File: src/rtl/bus_pkg.sv
// Shared serial-bus definitions: port FSM states and default bus widths
// used by the target port, target memory and arbiter.
package bus_pkg;

   localparam int unsigned BUS_ADDR_BITS = 16;
   localparam int unsigned BUS_DATA_BITS = 8;

   typedef enum logic [2:0] {
      ST_IDLE,
      ST_ADDR,
      ST_WDATA,
      ST_WAIT_WACK,
      ST_WAIT_RD,
      ST_SPLIT,
      ST_RDATA_TX
   } state_e;

endpackage : bus_pkg

File: src/rtl/serial_shifter.sv
// LSB-first shift register with parallel load.
// Ports: load/load_data  - parallel load (wins over shift)
//        shift_en/ser_in - shift ser_in into the MSB, everything moves toward bit 0
//        data_q          - register contents; data_q[0] is the serial output bit
module serial_shifter #(
   parameter int unsigned WIDTH = 8
) (
   input  logic             clk,
   input  logic             rst_n,
   input  logic             load,
   input  logic [WIDTH-1:0] load_data,
   input  logic             shift_en,
   input  logic             ser_in,
   output logic [WIDTH-1:0] data_q
);

   logic [WIDTH-1:0] data_d;

   // Next value: load, shift, or hold
   always_comb begin
      data_d = data_q;
      if (load) begin
         data_d = load_data;
      end else if (shift_en) begin
         data_d = {ser_in, data_q[WIDTH-1:1]};
      end
   end

   always_ff @(posedge clk or negedge rst_n) begin
      if (!rst_n) begin
         data_q <= '0;
      end else begin
         data_q <= data_d;
      end
   end

endmodule : serial_shifter

File: src/rtl/split_target_port.sv
// Target-side serial/parallel bridge for the split-capable serial bus.
// Deserializes address and write data into single-cycle pulses toward the
// target, serializes read data back to the bus, and relays split ack/req/grant.
// Ports: bus_*  - serial bus side (bits LSB first)
//        tgt_*  - parallel target side
//        bus_ready, tgt_split_grant are combinational; all other outputs registered.
module split_target_port
   import bus_pkg::*;
#(
   parameter int unsigned ADDR_BITS = BUS_ADDR_BITS,
   parameter int unsigned DATA_BITS = BUS_DATA_BITS
) (
   input  logic                 clk,
   input  logic                 rst_n,
   input  logic                 bus_addr,
   input  logic                 bus_addr_valid,
   input  logic                 bus_mode,
   input  logic                 bus_wdata,
   input  logic                 bus_wdata_valid,
   output logic                 bus_rdata,
   output logic                 bus_rdata_valid,
   output logic                 bus_ack,
   output logic                 bus_split_ack,
   output logic                 bus_split_req,
   input  logic                 bus_split_grant,
   output logic                 bus_ready,
   output logic [ADDR_BITS-1:0] tgt_addr,
   output logic                 tgt_addr_valid,
   output logic                 tgt_rw,
   output logic [DATA_BITS-1:0] tgt_wdata,
   output logic                 tgt_wdata_valid,
   input  logic [DATA_BITS-1:0] tgt_rdata,
   input  logic                 tgt_rdata_valid,
   input  logic                 tgt_ack,
   input  logic                 tgt_split_ack,
   input  logic                 tgt_split_req,
   output logic                 tgt_split_grant,
   input  logic                 tgt_ready
);

   localparam int unsigned MAX_BITS = (ADDR_BITS > DATA_BITS) ? ADDR_BITS : DATA_BITS;
   localparam int unsigned CNT_W    = $clog2(MAX_BITS + 1);
   localparam logic [CNT_W-1:0] ADDR_LAST = CNT_W'(ADDR_BITS - 1);
   localparam logic [CNT_W-1:0] DATA_LAST = CNT_W'(DATA_BITS - 1);

   state_e           state_q, state_d;
   logic [CNT_W-1:0] cnt_q, cnt_d;
   logic             rw_q, rw_d;
   logic             addr_vld_q, addr_vld_d;
   logic             wdata_vld_q, wdata_vld_d;
   logic             ack_q, ack_d;
   logic             split_ack_q, split_ack_d;
   logic             split_req_q, split_req_d;
   logic             rd_vld_q, rd_vld_d;
   logic             addr_shift, wdata_shift, rd_load, rd_shift;
   logic [DATA_BITS-1:0] rd_q;
   logic             unused_rd_hi;

   serial_shifter #(.WIDTH(ADDR_BITS)) u_addr_sh (
      .clk       (clk),
      .rst_n     (rst_n),
      .load      (1'b0),
      .load_data ({ADDR_BITS{1'b0}}),
      .shift_en  (addr_shift),
      .ser_in    (bus_addr),
      .data_q    (tgt_addr)
   );

   serial_shifter #(.WIDTH(DATA_BITS)) u_wdata_sh (
      .clk       (clk),
      .rst_n     (rst_n),
      .load      (1'b0),
      .load_data ({DATA_BITS{1'b0}}),
      .shift_en  (wdata_shift),
      .ser_in    (bus_wdata),
      .data_q    (tgt_wdata)
   );

   // Zero-fill on shift-out so the line idles low once the word is sent
   serial_shifter #(.WIDTH(DATA_BITS)) u_rdata_sh (
      .clk       (clk),
      .rst_n     (rst_n),
      .load      (rd_load),
      .load_data (tgt_rdata),
      .shift_en  (rd_shift),
      .ser_in    (1'b0),
      .data_q    (rd_q)
   );

   // Next-state and registered-output decode
   always_comb begin
      state_d     = state_q;
      cnt_d       = cnt_q;
      rw_d        = rw_q;
      addr_vld_d  = 1'b0;
      wdata_vld_d = 1'b0;
      ack_d       = 1'b0;
      split_ack_d = 1'b0;
      split_req_d = 1'b0;
      rd_vld_d    = 1'b0;
      addr_shift  = 1'b0;
      wdata_shift = 1'b0;
      rd_load     = 1'b0;
      rd_shift    = 1'b0;

      case (state_q)
         ST_IDLE: begin
            if (bus_addr_valid && tgt_ready) begin
               addr_shift = 1'b1;
               rw_d       = bus_mode;
               cnt_d      = CNT_W'(1);
               state_d    = ST_ADDR;
            end
         end
         ST_ADDR: begin
            if (bus_addr_valid) begin
               addr_shift = 1'b1;
               if (cnt_q == ADDR_LAST) begin
                  cnt_d      = '0;
                  addr_vld_d = 1'b1;
                  state_d    = rw_q ? ST_WDATA : ST_WAIT_RD;
               end else begin
                  cnt_d = cnt_q + CNT_W'(1);
               end
            end
         end
         ST_WDATA: begin
            if (bus_wdata_valid) begin
               wdata_shift = 1'b1;
               if (cnt_q == DATA_LAST) begin
                  cnt_d       = '0;
                  wdata_vld_d = 1'b1;
                  state_d     = ST_WAIT_WACK;
               end else begin
                  cnt_d = cnt_q + CNT_W'(1);
               end
            end
         end
         ST_WAIT_WACK: begin
            if (tgt_ack) begin
               ack_d   = 1'b1;
               state_d = ST_IDLE;
            end
         end
         ST_WAIT_RD: begin
            // Read data beats a simultaneous split ack: no deferral is reported
            if (tgt_rdata_valid) begin
               rd_load  = 1'b1;
               rd_vld_d = 1'b1;
               cnt_d    = '0;
               state_d  = ST_RDATA_TX;
            end else if (tgt_split_ack) begin
               split_ack_d = 1'b1;
               cnt_d       = '0;
               state_d     = ST_SPLIT;
            end
         end
         ST_SPLIT: begin
            if (tgt_rdata_valid) begin
               rd_load  = 1'b1;
               rd_vld_d = 1'b1;
               cnt_d    = '0;
               state_d  = ST_RDATA_TX;
            end else begin
               split_req_d = tgt_split_req;
            end
         end
         ST_RDATA_TX: begin
            rd_shift = 1'b1;
            if (cnt_q == DATA_LAST) begin
               cnt_d   = '0;
               ack_d   = 1'b1;
               state_d = ST_IDLE;
            end else begin
               cnt_d    = cnt_q + CNT_W'(1);
               rd_vld_d = 1'b1;
            end
         end
         default: begin
            cnt_d   = '0;
            state_d = ST_IDLE;
         end
      endcase
   end

   always_ff @(posedge clk or negedge rst_n) begin
      if (!rst_n) begin
         state_q     <= ST_IDLE;
         cnt_q       <= '0;
         rw_q        <= 1'b0;
         addr_vld_q  <= 1'b0;
         wdata_vld_q <= 1'b0;
         ack_q       <= 1'b0;
         split_ack_q <= 1'b0;
         split_req_q <= 1'b0;
         rd_vld_q    <= 1'b0;
      end else begin
         state_q     <= state_d;
         cnt_q       <= cnt_d;
         rw_q        <= rw_d;
         addr_vld_q  <= addr_vld_d;
         wdata_vld_q <= wdata_vld_d;
         ack_q       <= ack_d;
         split_ack_q <= split_ack_d;
         split_req_q <= split_req_d;
         rd_vld_q    <= rd_vld_d;
      end
   end

   assign bus_rdata       = rd_q[0];
   assign bus_rdata_valid = rd_vld_q;
   assign bus_ack         = ack_q;
   assign bus_split_ack   = split_ack_q;
   assign bus_split_req   = split_req_q;
   assign tgt_addr_valid  = addr_vld_q;
   assign tgt_rw          = rw_q;
   assign tgt_wdata_valid = wdata_vld_q;

   // Gated by rst_n so every output is low while reset is held
   assign bus_ready       = rst_n && (state_q == ST_IDLE) && tgt_ready;
   assign tgt_split_grant = (state_q == ST_SPLIT) && bus_split_grant;

   // Only bit 0 of the read shifter drives the bus
   assign unused_rd_hi = ^rd_q[DATA_BITS-1:1];

endmodule : split_target_port

File: config.mk
export PLATFORM = sky130hd
export DESIGN_NAME = split_target_port
export DESIGN_NICKNAME = d
export VERILOG_FILES = /design/src/rtl/bus_pkg.sv /design/src/rtl/serial_shifter.sv /design/src/rtl/split_target_port.sv
export SDC_FILE = /design/constraint.sdc
export NUM_CORES = 1
export LEC_CHECK = 0
export BUFFER_PORTS_ARGS = -buffer_cell sky130_fd_sc_hd__buf_2
export CAP_MARGIN = 20
export CORE_UTILIZATION = 53
export CTS_CLUSTER_SIZE = 12
export DETAILED_ROUTE_END_ITERATION = 6
export MAX_ROUTING_LAYER = met4
export PLACE_DENSITY = 0.83
export SLEW_MARGIN = 15
export SYNTH_ARGS = -nofsm -noshare
export SYNTH_HDL_FRONTEND = slang
export SYNTH_SLANG_ARGS = --single-unit
File: constraint.sdc
create_clock -name clk -period 1.8 [get_ports clk]
set_clock_uncertainty 0.05 [all_clocks]
set_input_delay 0.45 -clock clk [delete_from_list [all_inputs] [get_ports clk]]
set_output_delay 0.45 -clock clk [all_outputs]
set_load 0.005 [all_outputs]
==> impl_metrics.ini <==
[run_status]
status = completed

[pwr]
power_density_nw_per_um2 = 1440
leakage_nw = 1.40
power_w = 0.00401
ir_worst_vdd_v = 0.000774

[final_layout]
final_nets = 279
drive_gt1_frac = 0.480
stdcell_count = 306
seqCellArea_um2 = 1180
final_core_util = 0.692
multiInputGateArea_um2 = 1020
nFillCells = 298
final_cell_mix = buf_2 (54), dfrtp_1 (44), mux2_2 (25)
mostFrequentLayoutCell = buf_2
antennaDiodeCount = 0
area_growth_syn_to_layout_pct = 23.7

[timing]
worstMarginPinSlew_ps = 568
timing.fmax_mhz = 575
setup_viol = 0
rsz0062_at_grt = yes
post-route-period-util = 0.966
drv_slew = 0
finalCriticalPeriod_ps = 1740
max_slew_margin = 0.621
hold_ws_ps = 203
finalHoldViolations = 0

[floorplan]
io_pins = 55
start_util = 0.560
fp.dieH_um = 67.2
fp.dieW_um = 67.2
fp-row-count = 23
die_area_um2 = 4520
fp.coreArea_um2 = 4030

[critical_path]
critPathSlowestCell = dfrtp_2
crit_path_max_fanout = 7
path_cells = buf_6 -> nand2b_4 -> nor2_2 -> buf_2
cp-start-kind = register
crit_arrival_ps = 1240
worstPathRequired_ps = 1300
path_class = register to output pin
endpoint_kind = output pin
critical-path-max-stage-delay_ps = 450

[global_route]
grt_antenna_before_repair = 0
grt_use_total = 0.210
grt_max_degree = 48
grt_overflow = 0
grt_pass1_vias = 1478
grt_pass1_wl_um = 6720

[yosys]
syn_avg_cell_area_um2 = 12.2
yosysSeqAreaShare = 0.522
synth_edf_count = 0
ys_ff_latch = 47
synthesis.instances = 185
synth.distinct_cells = 45
syn-num-nets = 209
yosysWarnings = 0
syn-cell-area_um2 = 2250
async_reset_ff_frac = 1.00
synthFlopType = dfrtp_1

[clocking]
cts_inserted_buffers = 5
root_buffer = clkbuf_8
clock-sinks = 47
htree_levels = 2
clk_pin_slew_ps = 80
cts_buffer_depth = 2
worstSkewPairLatency_ps = 300
cts_tree = built
cts_hold_buf = 0

[drt]
wl_um = 4520
via_per_inst = 5.50
drt_first_pass_iters = 4
drt_iter0_markers = 80
vias = 1682
postRouteAntennaNets = 0
drcViolationCount = 0
wl_per_cell_um = 14.8

[place]
gp_congestion = 0.848
dp.cells = 291
hpwl_um = 3110
numPortBuffers = 54

[flow_run]
max_cap_viol_count = 0

[hold_path]
hold_path_class = primary input to asynchronous set/reset pin
## registers in the layout (all words and copies together) (netlist names)
register and cells:
tgt_addr_valid 1, cnt_q 5, bus_ack 1, u_wdata_sh.data_q 8, tgt_rw 1, bus_split_req 1, bus_split_ack 1, tgt_wdata_valid 1
state_q 3, u_rdata_sh.data_q 8, bus_rdata_valid 1, u_addr_sh.data_q 16
## per-stage QoR
stage	instance area [um^2]	setup slack, ps	setup TNS [ps]
6_report	2790	61.7	0
5_1_grt	2790	-1.92	-1.92
4_1_cts	2730	-17.7	-17.7
3_5_place_dp	2600	141	0
3_3_place_gp	2600	211	0
2_1_floorplan	2250	246	0
## routing by layer
layer,track usage,wire (um)
met5,-,0
met4,0.0957,136
met3,0.0591,237
met2,0.308,2120
met1,0.269,2030
## power by group
part	total (W)	internal (W)	leakage, nW	switching, W
clock network	0.000688	0.000349	0.0505	0.000339
logic	0.00171	0.000958	0.765	0.000750
registers	0.00162	0.00137	0.585	0.000248
total	0.00401	0.00268	1.40	0.00134
## final timing paths
check | from | to | slack [ps] | depth (start not counted)
worst max-delay path | state_q[1]$_DFFE_PN0P_ | tgt_split_grant | 60 | 4
worst min-delay path | rst_n | u_addr_sh.data_q[0]$_DFFE_PN0P_ | 200 | 2
worst max register to register | state_q[1]$_DFFE_PN0P_ | cnt_q[0]$_DFFE_PN0P_ | 70 | 5
worst min register to register | u_addr_sh.data_q[0]$_DFFE_PN0P_ | u_addr_sh.data_q[0]$_DFFE_PN0P_ | 450 | 1
max in group asynchronous | rst_n | state_q[2]$_DFFE_PN0P_ | 1080 | 2
min in group clk | tgt_rdata[7] | u_rdata_sh.data_q[7]$_DFFE_PN0P_ | 290 | 3
## final cells by class
class	instances	area share
well taps	50	0.0224
clock inverters	1	0.00269
flip-flops and latches	47	0.423
repair buffers	72	0.147
multi-input cells	125	0.365
inverters	4	0.00538
clock buffers	7	0.0345
## Yosys cell counts (all sizes together), types with 2 or more instances
library cell / instances / area [um^2]
dfrtp: 47 / 1180
mux2: 27 / 312
nand2: 18 / 70.1
o21ai: 10 / 50.1
buf: 9 / 68.8
mux2i: 7 / 70.1
nand3: 6 / 30.0
nor3b: 5 / 47.5
and3: 4 / 25.0
inv: 4 / 15.0
nand2b: 4 / 25.0
nor2: 4 / 15.0
a21oi: 3 / 15.0
ha: 3 / 37.5
nor2b: 3 / 18.8
a22o: 2 / 17.5
a22oi: 2 / 20.0
a32oi: 2 / 17.5
and2: 2 / 12.5
and3b: 2 / 17.5
nor3: 2 / 15.0
o221ai: 2 / 17.5
o2bb2ai: 2 / 17.5
## cell families after synthesis
kind of cell	after synthesis	synth area share
simple gates	57	0.148
flops	47	0.522
mux	34	0.169
compound gates	31	0.108
buf+inv	13	0.0372
fa+ha+maj	3	0.0166
## repair_timing
action	in CTS	in global routing
pin swaps	1	1
setup buffers	1	6
setup endpoints to repair	2	3
gates resized for setup	4	6
## worst max-delay path: cells and delay by family (launching register included)
family	cells	cell delay, ps
flip-flops	1	450
buffers and inverters	2	250
AND/OR/NAND/NOR	2	240
Power figures use the tool's default switching activity.
